### src/rtl/gpio_irq_ctrl_pkg.sv
// Shared constants for the GPIO interrupt controller: bus offsets, default sizing
// and the byte-lane mask helper used by every register write.
package gpio_irq_ctrl_pkg;

    localparam int MEM_W    = 32;
    localparam int NSRC_DEF = 16;
    localparam int ID_W_DEF = 5;

    localparam logic [7:0] OFF_IPD = 8'h00;
    localparam logic [7:0] OFF_IEN = 8'h04;
    localparam logic [7:0] OFF_CLM = 8'h08;
    localparam logic [7:0] OFF_OVF = 8'h0C;
    localparam logic [7:0] OFF_ISW = 8'h10;

    function automatic logic [MEM_W-1:0] byte_mask(input logic [3:0] sel);
        logic [MEM_W-1:0] m;
        m = '0;
        for (int i = 0; i < 4; i++) begin
            m[i*8 +: 8] = {8{sel[i]}};
        end
        return m;
    endfunction

endpackage

### src/rtl/gpio_irq_prio.sv
// Combinational lowest-index-wins priority encoder: NSRC requests -> {valid, id}.
module gpio_irq_prio
    import gpio_irq_ctrl_pkg::*;
#(
    parameter int NSRC = NSRC_DEF,
    parameter int ID_W = ID_W_DEF
) (
    input  logic [NSRC-1:0] req_i,
    output logic            valid_o,
    output logic [ID_W-1:0] id_o
);

    // Scan downward so the last hit, i.e. the lowest index, is the one that sticks.
    always_comb begin
        valid_o = 1'b0;
        id_o    = '0;
        for (int k = NSRC - 1; k >= 0; k--) begin
            if (req_i[k]) begin
                valid_o = 1'b1;
                id_o    = ID_W'(k);
            end
        end
    end

endmodule

### src/rtl/gpio_irq_ctrl.sv
// Sticky-pending, maskable interrupt controller with read-to-claim priority.
// Optional overflow flags are built only when GPIO_IRQ_OVF_EN is defined.
module gpio_irq_ctrl
    import gpio_irq_ctrl_pkg::*;
#(
    parameter int NSRC = NSRC_DEF,
    parameter int ID_W = ID_W_DEF
) (
    input  logic             clk,
    input  logic             rst_n,
    input  logic [7:0]       waddr_i,
    input  logic [MEM_W-1:0] data_i,
    input  logic [3:0]       sel_i,
    input  logic             we_i,
    input  logic [7:0]       raddr_i,
    input  logic             rd_i,
    output logic [MEM_W-1:0] data_o,
    input  logic [NSRC-1:0]  irq_i,
    output logic             irq_o
);

    logic [NSRC-1:0]  pend_q, pend_d;
    logic [NSRC-1:0]  ien_q, ien_d;
    logic [MEM_W-1:0] data_q, data_d;
    logic             irq_q, irq_d;

    logic [NSRC-1:0]  wmask, wbits, clr_all, set_all, claim_clr;
    logic             claim, claim_valid;
    logic [ID_W-1:0]  claim_id;
    logic             unused_hi;

    assign wmask     = NSRC'(byte_mask(sel_i));
    assign wbits     = NSRC'(data_i) & wmask;
    assign unused_hi = ^(data_i >> NSRC);

    gpio_irq_prio #(.NSRC(NSRC), .ID_W(ID_W)) u_prio (
        .req_i   (pend_q & ien_q),
        .valid_o (claim_valid),
        .id_o    (claim_id)
    );

    assign claim     = rd_i && (raddr_i == OFF_CLM);
    assign claim_clr = (claim && claim_valid) ? (NSRC'(1) << claim_id) : '0;
    assign clr_all   = ((we_i && waddr_i == OFF_IPD) ? wbits : '0) | claim_clr;
    assign set_all   = irq_i | ((we_i && waddr_i == OFF_ISW) ? wbits : '0);

    // Set has priority over clear so a pulse coinciding with W1C/claim is never lost.
    assign pend_d = (pend_q & ~clr_all) | set_all;
    assign ien_d  = (we_i && waddr_i == OFF_IEN) ? ((ien_q & ~wmask) | wbits) : ien_q;
    assign irq_d  = |(pend_q & ien_q);

`ifdef GPIO_IRQ_OVF_EN
    logic [NSRC-1:0] ovf_q, ovf_d;
    assign ovf_d = (ovf_q & ~((we_i && waddr_i == OFF_OVF) ? wbits : '0))
                 | (irq_i & pend_q & ~clr_all);
`endif

    always_comb begin
        data_d = data_q;
        if (rd_i) begin
            case (raddr_i)
                OFF_IPD: data_d = MEM_W'(pend_q);
                OFF_IEN: data_d = MEM_W'(ien_q);
                OFF_CLM: data_d = claim_valid ? (32'h8000_0000 | MEM_W'(claim_id)) : '0;
`ifdef GPIO_IRQ_OVF_EN
                OFF_OVF: data_d = MEM_W'(ovf_q);
`endif
                default: data_d = '0;
            endcase
        end
    end

    always_ff @(posedge clk or negedge rst_n) begin
        if (!rst_n) begin
            pend_q <= '0;
            ien_q  <= '0;
            data_q <= '0;
            irq_q  <= 1'b0;
`ifdef GPIO_IRQ_OVF_EN
            ovf_q  <= '0;
`endif
        end else begin
            pend_q <= pend_d;
            ien_q  <= ien_d;
            data_q <= data_d;
            irq_q  <= irq_d;
`ifdef GPIO_IRQ_OVF_EN
            ovf_q  <= ovf_d;
`endif
        end
    end

    assign data_o = data_q;
    assign irq_o  = irq_q;

endmodule

### config.mk
export PLATFORM = sky130hd
export DESIGN_NAME = gpio_irq_ctrl
export DESIGN_NICKNAME = d
export VERILOG_FILES = /design/src/rtl/gpio_irq_ctrl_pkg.sv /design/src/rtl/gpio_irq_prio.sv /design/src/rtl/gpio_irq_ctrl.sv
export SDC_FILE = /design/constraint.sdc
export NUM_CORES = 1
export LEC_CHECK = 0
export ABC_CLOCK_PERIOD_IN_PS = 5000
export CORE_MARGIN = 1.5
export CORE_UTILIZATION = 32
export CTS_CLUSTER_SIZE = 30
export DETAILED_ROUTE_END_ITERATION = 6
export DONT_BUFFER_PORTS = 1
export SLEW_MARGIN = 20
export SYNTH_ARGS = -nofsm -noshare
export SYNTH_HDL_FRONTEND = slang
export SYNTH_SLANG_ARGS = --single-unit
### constraint.sdc
create_clock -name clk -period 5 [get_ports clk]
set_clock_uncertainty 0.1 [all_clocks]
set_input_delay 1 -clock clk [delete_from_list [all_inputs] [get_ports clk]]
set_output_delay 1 -clock clk [all_outputs]
set_load 0.01 [all_outputs]
==> metrics.md <==
| Metric | Value |
|---|---|
| Via-to-Cell Ratio | 5.60 |
| Gr usage total | 15.2% |
| Die ar. | 9110 µm² |
| Global-route wire length before repair | 10400 µm |
| CTS root buffer | clkbuf_8 |
| Avg Synthesized Cell Area | 10.2 µm² |
| Worst-margin pin slew | 0.948 ns |
| Post-Route WL | 6760 µm |
| Register-to-Register Path Depth | 6 |
| Setup_tns | 0 ns |
| Worst setup margin | 2.30 ns |
| Core area | 8260 µm² |
| Hold Crit Class | in2async |
| Row cnt | 33 |
| Gp weighted congestion | 0.795 |
| Worst slew margin | 36.4% |
| Top-area cell type share of the netlist area | 45.7% |
| Clock sink count | 50 |
| Synth Instances | 268 |
| Worst Path Required | 5.12 ns |
| Maximum VDD drop | 0.121 mV |
| Min cycle time layout | 2.70 ns |
| Share of synthesized flip-flops with an asynchronous set or reset | 100% |
| Pint | 0.000586 W |
| Drt wl/cell | 18.2 µm |
| Vias in the first global route | 1965 |
| Post-synth top flop | dfrtp_1 |
| Die width | 95.5 µm |
| Leading area contributor after synthesis | dfrtp_1 |
| Starting Density | 33.1% |
| Yosys reg bits | 50 |
| Pre-CTS WS | 1.99 ns |
| CTS H-Tree Depth | 2 |
| I/O Buffers | 0 |
| Final period util | 54.0% |
| RSZ-0062 raised after global routing | no |
| Worst-path maximum fanout | 14 |
| Finish-stage setup viols | 0 |
| NetSw | 0.000188 W |
| Hpwl dp | 5120 µm |
| Part of the power in registers | 53.8% |
| TritonCTS clock tree | yes |
| PD cells | 267 nW/µm² |
| Final Max Tran Viols | 0 |
| Clk pwr share | 38.6% |
| Drc violations | 0 |
| Antenna violations before repair | 0 |
| Cts repair resizes | 0 |
| Clock transition at path regs | 0.10 ns |
| Maxcap violations | 0 |
| Layout cells sized above 1 | 11.3% |
| Total number of vias | 2078 |
| Hold buffers post-CTS | 0 |
| TritonRoute pass-1 iters | 4 |
| Synth unique cells | 46 |
| Die Ht | 95.5 µm |
| Detail Route Antenna Nets | 0 |
| Reg2Reg Launch Point | pend_q[13] |
| # nets final | 337 |
| Fin Hold WS | 0.279 ns |
| Layout area overhead | 6.08% |
| Post-synthesis sequential area ratio | 45.7% |
| Post-synthesis instance area | 2740 µm² |
| Switching Share | 24.3% |
| Syn. warnings | 0 |
| Worst Setup SP | raddr_i[5] |
| Top Ports | 105 |
| Post-CTS setup buffer count | 0 |
| Logic pwr share | 7.6% |
| Final Hold Fails | 0 |
| Ant diodes | 0 |
| Worst Setup Path Type | in2reg |
| Outcome | completed |
| Static Leak | 1.14 nW |
| Critical Path AT | 2.82 ns |
| Inserted Clock Buffers | 5 |
| Area contributors post-synth | dfrtp_1, mux2_2, a221o_1 |
| CP Capture Type | flop |
| Largest net degree at the start of global routing | 51 |
| Clock latency at the later pin of the worst-skew pair | 0.31 ns |
| FMAX | 370 MHz |
| CP startpoint kind | primary input |
| Initial DRC count | 105 |
| Post-synth EDFFs | 0 |
| GR Overflow Total | 0 |
| Clock Path Buffers | 2 |
-- cell usage after synthesis (all sizes together), types with 6 or more instances --
| library cell | n |
|---|---|
| inv | 18 |
| and3 | 6 |
| nor2 | 6 |
| mux2 | 16 |
| a21boi | 12 |
| buf | 17 |
| a21oi | 6 |
| nand2 | 20 |
| clkbuf | 9 |
| a22oi | 17 |
| nand3 | 12 |
| o22ai | 17 |
| dfrtp | 50 |
| a221o | 13 |
-- critical path, stage by stage --
cell and delay, ns:
nor4_1 0.41, nand2_1 0.18, nor3_2 0.74, a22oi_1 0.23, o21a_1 0.16, o22ai_1 0.09
-- path summary, 6_finish.rpt --
check | to | slack, ns
hold reg to reg | flop | 0.46
min in group clk | flop | 0.46
hold / removal | pend_q[2] | 0.28
setup reg to reg | pend_q[11] | 2.50
setup / recovery | data_o[0] | 2.30
max in group asynchronous | data_o[3] | 4.40
-- layout make-up --
type / instances / area [µm²]
Clock buffer: 5 / 68.8
Timing Repair Buffer: 2 / 15.0
Sequential cell: 50 / 1250
Fill cell: 837 / 5360
Inverter: 18 / 67.6
Multi-Input combinational cell: 188 / 1320
Clock inverter: 3 / 48.8
Tap cell: 105 / 131
-- routing by layer --
layer  track usage, %  part of all wire, %  vias to the layer above
met5                0                    0                        -
met4             3.92                 0.95                        0
met3             5.66                  9.8                        6
met2             23.2                   46                       73
met1             20.2                   43                     1024
li1                 -                    -                      975
-- placed cells by master (no fill, tap or decap), types with 3 or more instances in the layout --
master,n
a211o_1,3
a21boi_0,12
a21oi_1,6
a221o_1,13
a22o_1,4
a22oi_1,17
and2_1,3
and3_1,6
clkbuf_8,5
conb_1,15
dfrtp_1,50
inv_1,18
mux2_2,16
nand2_1,20
nand3_1,12
nand3b_1,5
nor2_1,6
nor2b_1,3
o22ai_1,17
-- through the flow --
| step | utilization, % | instance area [µm²] | instances | total power, W |
|---|---|---|---|---|
| after CTS | 35.0 | 2890 | 370 | 0.000779 |
| final | 35.1 | 2900 | 371 | 0.000774 |
| after global placement | 33.6 | 2780 | 362 | 0.000481 |
| after floorplan | - | 2790 | 282 | 0.000479 |
| after detailed placement | 33.6 | 2780 | 362 | 0.000481 |
| after global routing | 35.1 | 2900 | 371 | 0.000803 |
-- power by group through the flow --
| stage | logic (W) | clock network [W] | registers [W] |
|---|---|---|---|
| floorplan | 0.0000564 | 0 | 0.000423 |
| global placement | 0.0000563 | 0 | 0.000424 |
| detailed placement | 0.0000570 | 0 | 0.000424 |
| CTS | 0.0000574 | 0.000306 | 0.000416 |
| global route | 0.0000652 | 0.000320 | 0.000417 |
| finish | 0.0000590 | 0.000299 | 0.000416 |
-- kinds of logic (layout without fill, tap and decap cells) --
group | Yosys count | after routing | synth area share, %
and+or+nand+nor | 69 | 69 | 14.1
AOI/OAI and AO/OA | 86 | 86 | 24.5
other | 1 | 15 | 0.137
DFF | 50 | 50 | 45.7
buffers and inverters | 44 | 28 | 8.14
muxes | 18 | 18 | 7.32
Note: power is estimated with default switching activity, not from simulation.
==> patch, RTL diff (config.mk and constraints unchanged) <==
The package constant `MEM_W` goes from 32 to 40.
--- a/src/rtl/gpio_irq_ctrl_pkg.sv
+++ b/src/rtl/gpio_irq_ctrl_pkg.sv
@@ -3,5 +3,5 @@
 package gpio_irq_ctrl_pkg;
 
-    localparam int MEM_W    = 32;
+    localparam int MEM_W    = 40;
     localparam int NSRC_DEF = 16;
     localparam int ID_W_DEF = 5;
Ports: changed (resized data_i and data_o); port bits go from 105 to 121. No check against the original RTL was run, so the function may have changed too.
==> patch against the original RTL <==
Combinational power increased by 3%. Power is 6.4% lower. Worst setup slack worse by 0.018 ns. Fmax shrank 0.68%. Routed wire length rose by 1.7%. Area after synthesis rose by 2.2%. Design area up 0.22%. Sequential cell count unchanged. Critical path type unchanged. Final cell count up 2.2%. Largest cell class unchanged. Via count up 0.53%.
==> patch: results (changes against the original RTL) <==
CTS H-Tree Depth=2 (unchanged); global placer's final weighted congestion=0.794 (was 0.795); status=finished, final reports clean (unchanged); sequential area share after synthesis=44.8% (was 45.7%); Area contributors post-synth=dfrtp_1 45%, mux2_2 6.4%, buf_4 6.2%, a221o_1 4.7%, a22oi_1 4.6% (was dfrtp_1 46%, mux2_2 6.6%, a221o_1 4.8%, a22oi_1 4.7%, buf_4 4.1%); Post-synth ARST share=100% (unchanged); vias in the first global route=2099 (was 1965); Layout fillers=875 (was 837); Static Leakage=1.16 nW (was 1.14 nW); Yosys warning total=0 (unchanged); Hold Slack=0.272 ns (was 0.279 ns); clk_lat worst skew=0.31 ns (about the same); input/output buffers=0 (unchanged); clock root buffer=clkbuf_8 (unchanged); nets=353 (was 337); pin count of the biggest net entering global routing=51 (unchanged); VDD IR max=141 µV (was 121 µV); Iter 0 DRT Violations=102 (was 105); layout cells sized above 1=10.9% (was 11.3%); Final HPWL DP=5200 µm (was 5120 µm); R2R Path End=pend_q[11] (unchanged); CP Data Arrival Time=2.82 ns (about the same); library cells used by synthesis=46 (unchanged); most frequent cells after synthesis=50 x dfrtp_1, 23 x buf_4, 20 x nand2_1 (was 50 x dfrtp_1, 20 x nand2_1, 18 x inv_1); r2r setup slk=2.53 ns (was 2.50 ns); Diodes inserted=0 (unchanged); global router's overall resource usage=15.8% (was 15.2%); Slew headroom=41.6% (was 36.4%); worst min-delay path class=in -> async (unchanged); final WL=6880 µm (was 6760 µm); Synth Flop Type=dfrtp_1 (unchanged); vias per cell=5.51 (was 5.60); CTS buffer count=5 (unchanged); reg2reg path depth=6 (unchanged); worst-path fanout max=6 (was 14); first-pass GRT wire length=11000 µm (was 10400 µm)
patch: cell count changes after synthesis:
cell,delta
buf_4,+8
patch: report_power, final:
part	total, mW	internal [mW]	switching [mW]
Combinational	0.0608	0.0236	0.0372
Sequential	0.417	0.410	0.00674
Clock	0.247	0.101	0.146
Total	0.724	0.535	0.189
patch: worst max path at each step:
stage,start,endpoint,slack (ns),cells after the start
finish,raddr_i[5],pend_q[15],2.28,5
global route,raddr_i[5],data_o[0],2.02,6
CTS,raddr_i[5],data_o[0],2.25,6
detailed placement,raddr_i[5],data_o[0],1.93,6
global placement,raddr_i[5],data_o[0],1.94,6
floorplan,raddr_i[5],pend_q[15],2.28,5
patch: critical path, stage by stage:
cell and delay [ns]:
nor4_1 0.46, and4_1 0.40, and3_1 0.28, or3b_1 0.36, a221o_1 0.32
patch: final cells by class:
cell class	count	area (µm²)	area share, %
clock inverter	3	25.0	0.861
inverter	18	67.6	2.32
clock buffer	5	68.8	2.37
tap	105	131	4.52
sequential	50	1250	43.0
timing repair buffer	2	15.0	0.516
multi-input combinational	196	1350	46.4
patch: per-layer routing:
metal,vias to the layer above,GRT usage (%),part of all wire (%)
li1,986,-,-
met1,1016,20.8,45
met2,81,23.9,45
met3,6,6.10,9.4
met4,0,4.83,1.1
met5,-,0,0
patch: logic make-up (layout without fill, tap and decap cells):
logic type / Yosys count / count (layout) / synth area share [%]
compound gates: 86 / 86 / 24.0
simple gates: 69 / 69 / 13.8
flops: 50 / 50 / 44.8
mux: 18 / 18 / 7.16
buf+inv: 52 / 28 / 10.1
other cells: 1 / 23 / 0.134
patch: per-stage QoR:
step	worst slack [ns]	instance area, µm²	instances
after floorplan	2.28	2880	298
after global placement	1.94	2810	370
after detailed placement	1.93	2810	370
after CTS	2.25	2900	378
after global routing	2.02	2910	379
final	2.28	2910	379
